File: src/rtl/led_fpga.sv
// led_fpga
// Board-level user interface for the LED demo. Four debounced push-buttons
// step a 0..10 level up and down, cycle the display mode and invert the bar.
// A one-hot indicator on segments shows the active display mode.
//
// Ports:
//   clk       system clock (50 MHz on the board), all state on rising edge
//   button    board keys; button[0] is the asynchronous active-low reset,
//             button[1] level up, button[2] level down,
//             button[3] mode cycle, button[4] invert toggle
//   LEDs      registered LED drive, 1 = lit
//   segments  registered one-hot mode indicator (BAR=001, DOT=010, BIN=100)
module led_fpga #(
  parameter int DEBOUNCE_CYCLES = 50000
) (
  input  logic       clk,
  input  logic [4:0] button,
  output logic [9:0] LEDs,
  output logic [2:0] segments
);

  localparam int CW = (DEBOUNCE_CYCLES > 1) ? $clog2(DEBOUNCE_CYCLES) : 1;
  localparam logic [CW-1:0] CNT_LAST = CW'(DEBOUNCE_CYCLES - 1);

  typedef enum logic [1:0] {
    BAR = 2'd0,
    DOT = 2'd1,
    BIN = 2'd2
  } mode_t;

  logic       rst_n;
  logic [1:0] rst_pipe;
  logic       sys_rst_n;

  logic [3:0]    sync_a;
  logic [3:0]    sync_b;
  logic [3:0]    deb;
  logic [3:0]    deb_d;
  logic [CW-1:0] cnt [4];
  logic [3:0]    press;

  logic [3:0] level;
  mode_t      mode;
  logic       invert;
  logic [9:0] pattern;

  assign rst_n = button[0];

  // Reset asserts immediately but releases only after two clean clock edges,
  // so the rest of the design never leaves reset on a metastable edge.
  always_ff @(posedge clk or negedge rst_n) begin
    if (!rst_n) begin
      rst_pipe <= 2'b00;
    end else begin
      rst_pipe <= {rst_pipe[0], 1'b1};
    end
  end

  assign sys_rst_n = rst_pipe[1];

  // Per-button synchroniser and debounce counter. The counter only runs
  // while the synced input disagrees with the accepted level, so any bounce
  // back to the accepted level restarts the full debounce window.
  always_ff @(posedge clk or negedge sys_rst_n) begin
    if (!sys_rst_n) begin
      sync_a <= '0;
      sync_b <= '0;
      deb    <= '0;
      deb_d  <= '0;
      for (int i = 0; i < 4; i++) begin
        cnt[i] <= '0;
      end
    end else begin
      sync_a <= button[4:1];
      sync_b <= sync_a;
      deb_d  <= deb;
      for (int i = 0; i < 4; i++) begin
        if (sync_b[i] != deb[i]) begin
          if (cnt[i] == CNT_LAST) begin
            deb[i] <= sync_b[i];
            cnt[i] <= '0;
          end else begin
            cnt[i] <= cnt[i] + 1'b1;
          end
        end else begin
          cnt[i] <= '0;
        end
      end
    end
  end

  // One-cycle pulse on each rising edge of a debounced level; releases are ignored.
  assign press = deb & ~deb_d;

  // Level, mode and invert state. Up and down together cancel; pulses on
  // different functions in the same cycle all take effect.
  always_ff @(posedge clk or negedge sys_rst_n) begin
    if (!sys_rst_n) begin
      level  <= 4'd0;
      mode   <= BAR;
      invert <= 1'b0;
    end else begin
      if (press[0] && !press[1] && level != 4'd10) begin
        level <= level + 4'd1;
      end else if (press[1] && !press[0] && level != 4'd0) begin
        level <= level - 4'd1;
      end
      if (press[2]) begin
        case (mode)
          BAR:     mode <= DOT;
          DOT:     mode <= BIN;
          default: mode <= BAR;
        endcase
      end
      if (press[3]) begin
        invert <= ~invert;
      end
    end
  end

  // LED pattern for the current mode, before inversion.
  always_comb begin
    pattern = '0;
    case (mode)
      BAR: begin
        for (int k = 0; k < 10; k++) begin
          pattern[k] = (4'(k) < level);
        end
      end
      DOT: begin
        for (int k = 0; k < 10; k++) begin
          pattern[k] = (4'(k + 1) == level);
        end
      end
      default: pattern = {6'b000000, level};
    endcase
  end

  // Registered outputs, one cycle behind the state registers.
  always_ff @(posedge clk or negedge sys_rst_n) begin
    if (!sys_rst_n) begin
      LEDs     <= 10'h000;
      segments <= 3'b001;
    end else begin
      LEDs <= invert ? ~pattern : pattern;
      case (mode)
        BAR:     segments <= 3'b001;
        DOT:     segments <= 3'b010;
        default: segments <= 3'b100;
      endcase
    end
  end

endmodule

File: config.mk
export PLATFORM = sky130hd
export DESIGN_NAME = led_fpga
export DESIGN_NICKNAME = d
export VERILOG_FILES = /design/src/rtl/led_fpga.sv
export SDC_FILE = /design/constraint.sdc
export NUM_CORES = 1
export LEC_CHECK = 0
export CAP_MARGIN = 20
export CELL_PAD_IN_SITES_DETAIL_PLACEMENT = 1
export CELL_PAD_IN_SITES_GLOBAL_PLACEMENT = 2
export CORE_UTILIZATION = 43
export DETAILED_ROUTE_END_ITERATION = 8
export GPL_TIMING_DRIVEN = 0
export PLACE_DENSITY = 0.95
export SLEW_MARGIN = 25
export SYNTH_ARGS = -nofsm -noshare
export SYNTH_HDL_FRONTEND = slang
export SYNTH_SLANG_ARGS = --single-unit
File: constraint.sdc
create_clock -name clk -period 5.22 [get_ports clk]
set_clock_uncertainty 0.15 [all_clocks]
set_input_delay 0.522 -clock clk [delete_from_list [all_inputs] [get_ports clk]]
set_output_delay 0.522 -clock clk [all_outputs]
set_load 0.01 [all_outputs]
==> results.yml, run 1 <==
layout:
  area_delta_synth_final_pct: 12.9
  drive_gt1_share_pct: 6.24
  fin_area_sq_mm: 0.00530
  antenna_cells: 0
  final_cells: 617
  utilization_pct: 50.7
  nNetsFinal: 491
sta:
  setup_viol: 0
  rsz0062_at_grt: "no"
  maxSlewViolCount: 0
  finalCriticalPeriod_ns: 2.20
  period_share_pct: 42.2
  slew_headroom_pct: 53.2
  hold_viol: 0
  tns_ns: 0
  worstMarginPinSlew_ns: 0.702
  setup_ws_ns: 3.02
  fmax_mhz: 454
clock_tree:
  root_buffer: "clkbuf_8"
  cts_buffers: 9
  htreeDepth: 3
  cts_resized: 0
  clk_pin_slew_worst_paths_ns: 0.09
  cts.sinks: 102
  cts.path.max_buffers: 2
  clk_latency_ns: 0.38
  cts_tree: "built"
  post-cts-setup-buffers: 0
  hold_buffers: 0
critical_path:
  cp_slowest_cell: "or4_4"
  cp-start-kind: "flip-flop"
  critPathMaxFanout: 10
  max_stage_delay_ns: 0.66
  path_cells: "ha_1 -> nand3_1 -> or4_4 -> nand2_2 -> buf_6 -> nor2_1"
  critical_path_required_ns: 5.34
  critical_path_class: "flip-flop to flip-flop"
  cp.arrival_ns: 2.32
  endpoint_kind: "flip-flop"
route:
  vias: 3310
  routed_wl_mm: 9.70
  drtAntennaViolNets: 0
  drt-initial-drc-count: 98
  via_per_inst: 5.36
  drc: 0
  wl_per_cell_um: 15.7
  dr.pass1.iters: 4
place:
  port_buffers: 18
  placed_cells: 601
  pre_cts_slack_ns: 3.04
  placedInstanceArea_sq_mm: 0.00508
  dp_hpwl_mm: 6.63
  place.gp.congestion: 0.797
die:
  dieArea_sq_mm: 0.0113
  dieHeight_um: 107
  ioPinCount: 19
  rows: 37
  die_w_um: 107
  coreArea_sq_mm: 0.0105
  start_util_pct: 44.9
yosys:
  ys_seq_elements: 102
  yosysTopAreaCellShare_pct: 53.8
  syn_area_sq_mm: 0.00470
  syn_area_per_cell_sq_um: 10.5
  async_reset_ff_share_pct: 100
  synth_edf_count: 0
  synthCells: 446
  synth_fp_nets: 461
  yosysMostFrequentCell: "dfrtp_1"
  ys_types: 45
  yosysTopAreaCell: "dfrtp_1"
  yosys-top-cells-count: "dfrtp_1, nor2_1, xnor2_1"
  yosysWarnings: 0
  yosys-top-cells-area: "dfrtp_1, xnor2_1, nor2_1, xor2_1, nand3_1"
  synth-main-ff-cell: "dfrtp_1"
  synth-seq-area-share_pct: 54.4
grt:
  grt_overflow_total: 0
  grt_pass1_wl_mm: 17.3
  grt_usage_pct: 19.6
  antenna_found_initial: 0
  grt_pass1_vias: 3533
  grt_max_degree: 54
power:
  leakagePower_nw: 2.21
  max-vdd-ir-drop_mv: 0.175
  cellPowerDensity_mw_per_mm2: 265
status:
  status: "complete, no violations"
worst_hold_path:
  hold_class: "input port to async pin"
job:
  cap_violations: 0
-- final timing paths --
check	from	endpoint	slack, ns	cells past startpoint
min in group clk	rst_pipe[0]	rst_pipe[1]	0.21	0
worst min register to register	rst_pipe[0]	rst_pipe[1]	0.21	0
max in group asynchronous	rst_pipe[1]	segments[0]	3.94	1
worst max-delay path	cnt[48]	cnt[55]	3.02	6
worst max register to register	cnt[48]	cnt[55]	3.02	6
worst min-delay path	button[0]	rst_pipe[1]	0.14	1
-- metrics by stage --
step,power [mW],hold WS [ns]
floorplan,0.852,0.0764
global placement,0.866,0.182
detailed placement,0.873,0.189
CTS,1.43,0.120
global route,1.47,0.118
finish,1.41,0.144
-- state kept, by name (all words and copies together), names as in the netlist --
signal,flops
sync_a,4
LEDs,10
level,4
mode,2
rst_pipe,2
segments,3
cnt,64
deb,4
deb_d,4
invert,1
sync_b,4
-- cell usage in the layout (no fill, tap or decap), types with 3 or more instances in the layout --
cell / n
nor4bb_1: 6
o21ai_0: 3
clkbuf_1: 9
a21oi_1: 4
and3_1: 7
mux2_2: 5
nor4b_1: 3
dfrtp_1: 100
ha_1: 9
clkbuf_8: 10
buf_1: 3
nand2_1: 19
a22oi_1: 4
nand2b_1: 5
nor3_1: 16
nor4_1: 15
nor2_1: 71
xor2_1: 19
nand3_1: 26
inv_1: 19
clkdlybuf4s50_1: 18
o22ai_1: 4
xnor2_1: 54
nand4_1: 15
nor2b_1: 3
-- worst max-delay path: cells and delay by family (launching register included) --
family / cells / cell delay (ns)
adder cells (fa/ha/maj): 1 / 0.21
buffers and inverters: 1 / 0.16
flip-flops: 1 / 0.42
AND/OR/NAND/NOR: 4 / 1.15
-- layer usage --
metal | up-vias | global-route usage, % | wire (um)
li1 | 1584 | - | -
met1 | 1667 | 24.3 | 4290
met2 | 47 | 32.8 | 4950
met3 | 12 | 4.78 | 281
met4 | 0 | 7.53 | 175
met5 | - | 0 | 0
-- area by class of cell --
class	count	area, sq um
Clock buffer	11	141
Buffer	12	52.6
Inverter	19	71.3
Timing Repair Buffer	19	208
Sequential cell	102	2560
Multi-Input combinational cell	313	2020
Tap cell	136	170
Clock inverter	5	82.6
Fill cell	1152	5160
-- cells by family (layout without fill, tap and decap cells) --
group	after synthesis	in the layout	synth area share (%)
and+or+nand+nor	197	197	21.3
DFF	102	102	54.4
xor gates and xnor gates	73	73	13.6
buffers and inverters	31	66	2.64
AOI/OAI and AO/OA	25	25	3.65
adders and majority gates	9	9	2.40
muxes	8	8	1.94
other	1	1	0.0798
-- power by group --
part	switching [mW]	total (mW)	internal, mW
combinational	0.0228	0.0376	0.0147
clock	0.268	0.552	0.284
sequential	0.0175	0.818	0.801
total	0.308	1.41	1.10
No activity file was read; power rests on OpenSTA's default activity.
==> run 2: changes to the inputs <==
Settings changed: CORE_UTILIZATION 43 to 40, PLACE_DENSITY 0.95 to 0.9.
Clock period 5.22 ns to 2.05 ns, I/O delays scaled along.
==> run 2 against run 1 <==
Against the previous run: the flow now finishes with violations (setup timing); non-clock buffer count rose by 4; sequential share of layout area fell by 1.3 points; first-iteration DRC count rose by 42%; cell area rose by 2.9%; highest routed layer unchanged.
==> results.yml, run 2 (same netlist as run 1, synthesis figures left out) <==
critical_path:
  cp.arrival_ns: 2.16
  critPathMaxFanout: 3
  worstReg2RegStart: "cnt[53]"
  reg2reg_depth: 3
  critical_path_required_ns: 2.13
  endpoint_kind: "flip-flop"
  reg2reg_to: "deb[0]"
  critical_path_class: "flip-flop to flip-flop"
  cp-start-kind: "flip-flop"
  rrSetupSlack_ns: -0.03
worst_hold_path:
  hp-start: "button[4]"
  worstHoldEndpoint: "sync_a[3]"
  worstHoldPathCells: 1
  hold_class: "input port to flip-flop"
sta:
  worstMarginPinSlew_ns: 0.638
  period_share_pct: 101
  slew_headroom_pct: 57.5
  fmax_mhz: 481
  finalCriticalPeriod_ns: 2.08
  setup_viol: 1
  maxSlewViolCount: 0
  setup_ws_ns: -0.0295
  hold_viol: 0
  rsz0062_at_grt: "yes"
layout:
  mostFrequentLayoutCell: "dfrtp_1"
  area_delta_synth_final_pct: 16.2
  drive_gt1_share_pct: 9.48
  top_register: "cnt"
  utilization_pct: 47.8
  layout_common_cells: "dfrtp_1, nor2_1, xnor2_1"
  largest_register_ffs: 64
  largestRegisters: "cnt: 64 flops, LEDs: 10 flops"
  antenna_cells: 0
  nNetsFinal: 495
die:
  ioPinCount: 19
  coreArea_sq_mm: 0.0114
  dieHeight_um: 110
  dieArea_sq_mm: 0.0122
  die_w_um: 110
  rows: 39
  start_util_pct: 41.1
route:
  dr.pass1.iters: 4
  routed_wl_mm: 9.59
  drc: 0
  wl_per_cell_um: 15.3
  drt-initial-drc-count: 139
  drtAntennaViolNets: 0
  vias: 3300
  via_per_inst: 5.25
grt:
  grt_overflow_total: 0
  grt_max_degree: 54
  antenna_found_initial: 0
  grt_usage_pct: 18.0
  grt_pass1_vias: 3465
  grt_pass1_wl_mm: 16.7
clock_tree:
  clk_latency_ns: 0.35
  clk_pin_slew_worst_paths_ns: 0.07
  root_buffer: "clkbuf_16"
  cts_buffers: 9
  cts.path.max_buffers: 2
  cts.sinks: 102
  htreeDepth: 3
  cts_tree: "built"
status:
  violations: "setup timing"
  status: "complete, but fails checks"
power:
  max-vdd-ir-drop_mv: 0.520
  leakagePower_nw: 2.27
  cellPowerDensity_mw_per_mm2: 716
place:
  port_buffers: 18
  pre_cts_slack_ns: -0.129
  place.gp.congestion: 0.766
  dp_hpwl_mm: 6.58
job:
  cap_violations: 0
## run 2: layer usage
| metal | vias to the layer above | track usage [%] | wire, um |
|---|---|---|---|
| met5 | - | 0 | 0 |
| met3 | 12 | 3.00 | 224 |
| li1 | 1595 | - | - |
| met4 | 0 | 8.74 | 207 |
| met2 | 34 | 28.6 | 4560 |
| met1 | 1659 | 23.7 | 4600 |
## run 2: area by class of cell
| type | count | area (sq um) |
|---|---|---|
| plain buffers | 10 | 41.3 |
| clock buffers | 10 | 239 |
| clock inverters | 6 | 61.3 |
| fillers | 1265 | 5960 |
| inverters | 19 | 71.3 |
| multi-input cells | 313 | 2050 |
| flip-flops and latches | 102 | 2560 |
| well taps | 143 | 179 |
| repair buffers | 25 | 255 |
## run 2: worst max path at each step
stage	cells past startpoint	endpoint	slack, ns	startpoint
2_1_floorplan	3	deb[0]	0.04	cnt[52]
3_3_place_gp	0	cnt[60]	-0.42	rst_pipe[1]
3_5_place_dp	6	cnt[59]	-0.13	cnt[48]
4_1_cts	3	deb[0]	-0.03	cnt[58]
5_1_grt	3	deb[0]	-0.05	cnt[53]
6_report	3	deb[0]	-0.03	cnt[53]
## run 2: stage by stage
stage | area (sq um) | cells | power (mW) | setup TNS, ns | hold slack, ns
floorplan | 4700 | 446 | 2.17 | 0 | -0.241
global placement | 5060 | 607 | 2.21 | -42.11 | 0.190
detailed placement | 5090 | 608 | 2.22 | -2.54 | 0.186
CTS | 5430 | 627 | 3.97 | -0.0315 | 0.128
global route | 5460 | 628 | 4.05 | -0.210 | 0.129
finish | 5460 | 628 | 3.91 | -0.0295 | 0.135
## run 2: repair_timing
item / 4_1_cts / 5_1_grt
setup buffers: 4 / 1
hold endpoints to repair: 2 / 0
gates resized for setup: 5 / 9
pin swaps: 1 / 1
endpoints found under the setup margin: 32 / 48
hold buffers: 1 / 0
## run 2: report_power, final
group / switching, mW / internal, mW / total, mW
clock network: 0.757 / 0.975 / 1.73
logic: 0.0568 / 0.0375 / 0.0942
registers: 0.0437 / 2.04 / 2.08
## run 2: worst max-delay path, cell delays in order (launching register included)
cell,delay [ns]
dfrtp_2,0.42
or4b_1,0.50
or4_4,0.57
mux2_4,0.32
==> run 3: changes to the inputs <==
Settings changed: SLEW_MARGIN 25 to 20.
==> run 3 against run 2 <==
Against the previous run: the flow still finishes with violations (setup timing); flip-flop and latch count unchanged; hold slack improved by 0.0033 ns; first-iteration DRC count increased by 0.72%; critical path type unchanged; highest routed layer unchanged.
==> results.yml, run 3 (same netlist as run 1, synthesis figures left out) <==
layout:
  antenna_cells: 0
  largestRegisters: "cnt: 64 flops, LEDs: 10 flops"
  nFillCells: 1264
  layout_common_cells: "dfrtp_1, nor2_1, xnor2_1"
  drive_gt1_share_pct: 8.70
  top_register: "cnt"
  largest_register_ffs: 64
  area_delta_synth_final_pct: 16.4
  nNetsFinal: 494
  mostFrequentLayoutCell: "dfrtp_1"
clock_tree:
  cts_tree: "built"
  root_buffer: "clkbuf_16"
  htreeDepth: 3
  cts_buffers: 9
  clk_pin_slew_worst_paths_ns: 0.07
  cts.sinks: 102
  cts.path.max_buffers: 2
  clk_latency_ns: 0.35
grt:
  grt_overflow_total: 0
  antenna_found_initial: 0
  grt_usage_pct: 18.8
  grt_pass1_wl_mm: 17.3
  grt_max_degree: 56
  grt_pass1_vias: 3556
power:
  pwr-share-seq_pct: 52.0
  total_power_mw: 4.01
  power_frac_comb_pct: 2.3
  clkPwrFrac_pct: 45.7
  cellPowerDensity_mw_per_mm2: 733
  p_int_mw: 3.17
  swShare_pct: 20.9
  leakagePower_nw: 2.27
  power_switching_mw: 0.837
  max-vdd-ir-drop_mv: 0.578
die:
  dieArea_sq_mm: 0.0122
  rows: 39
  start_util_pct: 41.1
  dieHeight_um: 110
  ioPinCount: 19
  coreArea_sq_mm: 0.0114
  die_w_um: 110
critical_path:
  critical_path_class: "flip-flop to flip-flop"
  cp.arrival_ns: 2.14
  cp-start-kind: "flip-flop"
  setup.worst_path.start: "cnt[61]"
  reg2reg_to: "deb[0]"
  worstReg2RegStart: "cnt[61]"
  critical_path_required_ns: 2.13
  critPathMaxFanout: 3
  reg2reg_depth: 3
  rrSetupSlack_ns: -0.008
  endpoint: "deb[0]"
  endpoint_kind: "flip-flop"
sta:
  timing.hold.ws_ns: 0.138
  period_share_pct: 100
  finalCriticalPeriod_ns: 2.06
  setup_ws_ns: -0.00803
  slew_headroom_pct: 57.3
  fmax_mhz: 486
  worstMarginPinSlew_ns: 0.640
  hold_viol: 0
  setup_viol: 1
  maxSlewViolCount: 0
  rsz0062_at_grt: "yes"
  tns_ns: -0.00803
job:
  cap_violations: 0
place:
  dp_hpwl_mm: 6.57
  place.gp.congestion: 0.766
  pre_cts_slack_ns: -0.154
  port_buffers: 18
route:
  vias: 3310
  dr.pass1.iters: 4
  drc: 0
  wl_per_cell_um: 16.0
  drt-initial-drc-count: 140
  drtAntennaViolNets: 0
  routed_wl_mm: 9.99
  via_per_inst: 5.29
worst_hold_path:
  hold_class: "input port to flip-flop"
  worstHoldPathCells: 1
status:
  violations: "setup timing"
  status: "complete, but fails checks"
-- run 3: cell types whose count changed in the layout (fill, tap and decap cells not counted), sizes merged --
cell | previous run | this run
clkbuf | 18 | 17
bufinv | 1 | 2
buf | 8 | 9
clkinv | 4 | 1
-- run 3: worst max-delay path: stages (launching register included) --
cell and delay, ns:
dfrtp_1 0.39, or4b_1 0.51, or4_4 0.57, mux2_4 0.32
-- run 3: worst min path at each step --
stage / startpoint / slack [ns] / to
after global placement: rst_pipe[0] / 0.19 / rst_pipe[1]
after CTS: button[2] / 0.13 / sync_a[1]
final: button[4] / 0.14 / sync_a[3]
after floorplan: button[0] / -0.24 / rst_pipe[0]
after detailed placement: rst_pipe[0] / 0.19 / rst_pipe[1]
after global routing: button[4] / 0.14 / sync_a[3]
-- run 3: final cells by class --
class / count / area [sq um] / area share [%]
sequential: 102 / 2560 / 46.9
multi-input combinational: 313 / 2050 / 37.5
clock inverter: 4 / 72.6 / 1.33
inverter: 19 / 71.3 / 1.30
buffer: 9 / 36.3 / 0.664
timing repair buffer: 25 / 255 / 4.67
clock buffer: 11 / 243 / 4.44
tap: 143 / 179 / 3.27
-- run 3: timing repair --
action	4_1_cts	5_1_grt
hold buffers	1	0
pin swaps	2	0
endpoints found under the hold margin	2	0
endpoints found under the setup margin	37	24
resized for setup	7	6
buffers inserted	5	0
gates cloned	0	0
-- run 3: per-layer routing --
| layer | share of wire [%] | vias up | GRT usage (%) |
|---|---|---|---|
| li1 | - | 1594 | - |
| met1 | 47 | 1669 | 24.2 |
| met2 | 49 | 32 | 30.7 |
| met3 | 2.1 | 15 | 3.17 |
| met4 | 2.3 | 0 | 9.12 |
| met5 | 0 | - | 0 |
-- run 3: power groups by stage --
stage	Sequential (mW)	Clock [mW]	Combinational, mW
6_report	2.08	1.83	0.0939
3_3_place_gp	2.14	0	0.0661
5_1_grt	2.09	1.95	0.110
2_1_floorplan	2.13	0	0.0450
3_5_place_dp	2.12	0	0.0965
4_1_cts	2.09	1.89	0.0976
-- run 3: stage by stage --
| step | util [%] | cells | area, sq um |
|---|---|---|---|
| after floorplan | - | 446 | 4700 |
| after global placement | 44.3 | 607 | 5060 |
| after detailed placement | 44.6 | 608 | 5090 |
| after CTS | 47.8 | 626 | 5460 |
| after global routing | 47.9 | 626 | 5470 |
| final | 47.9 | 626 | 5470 |
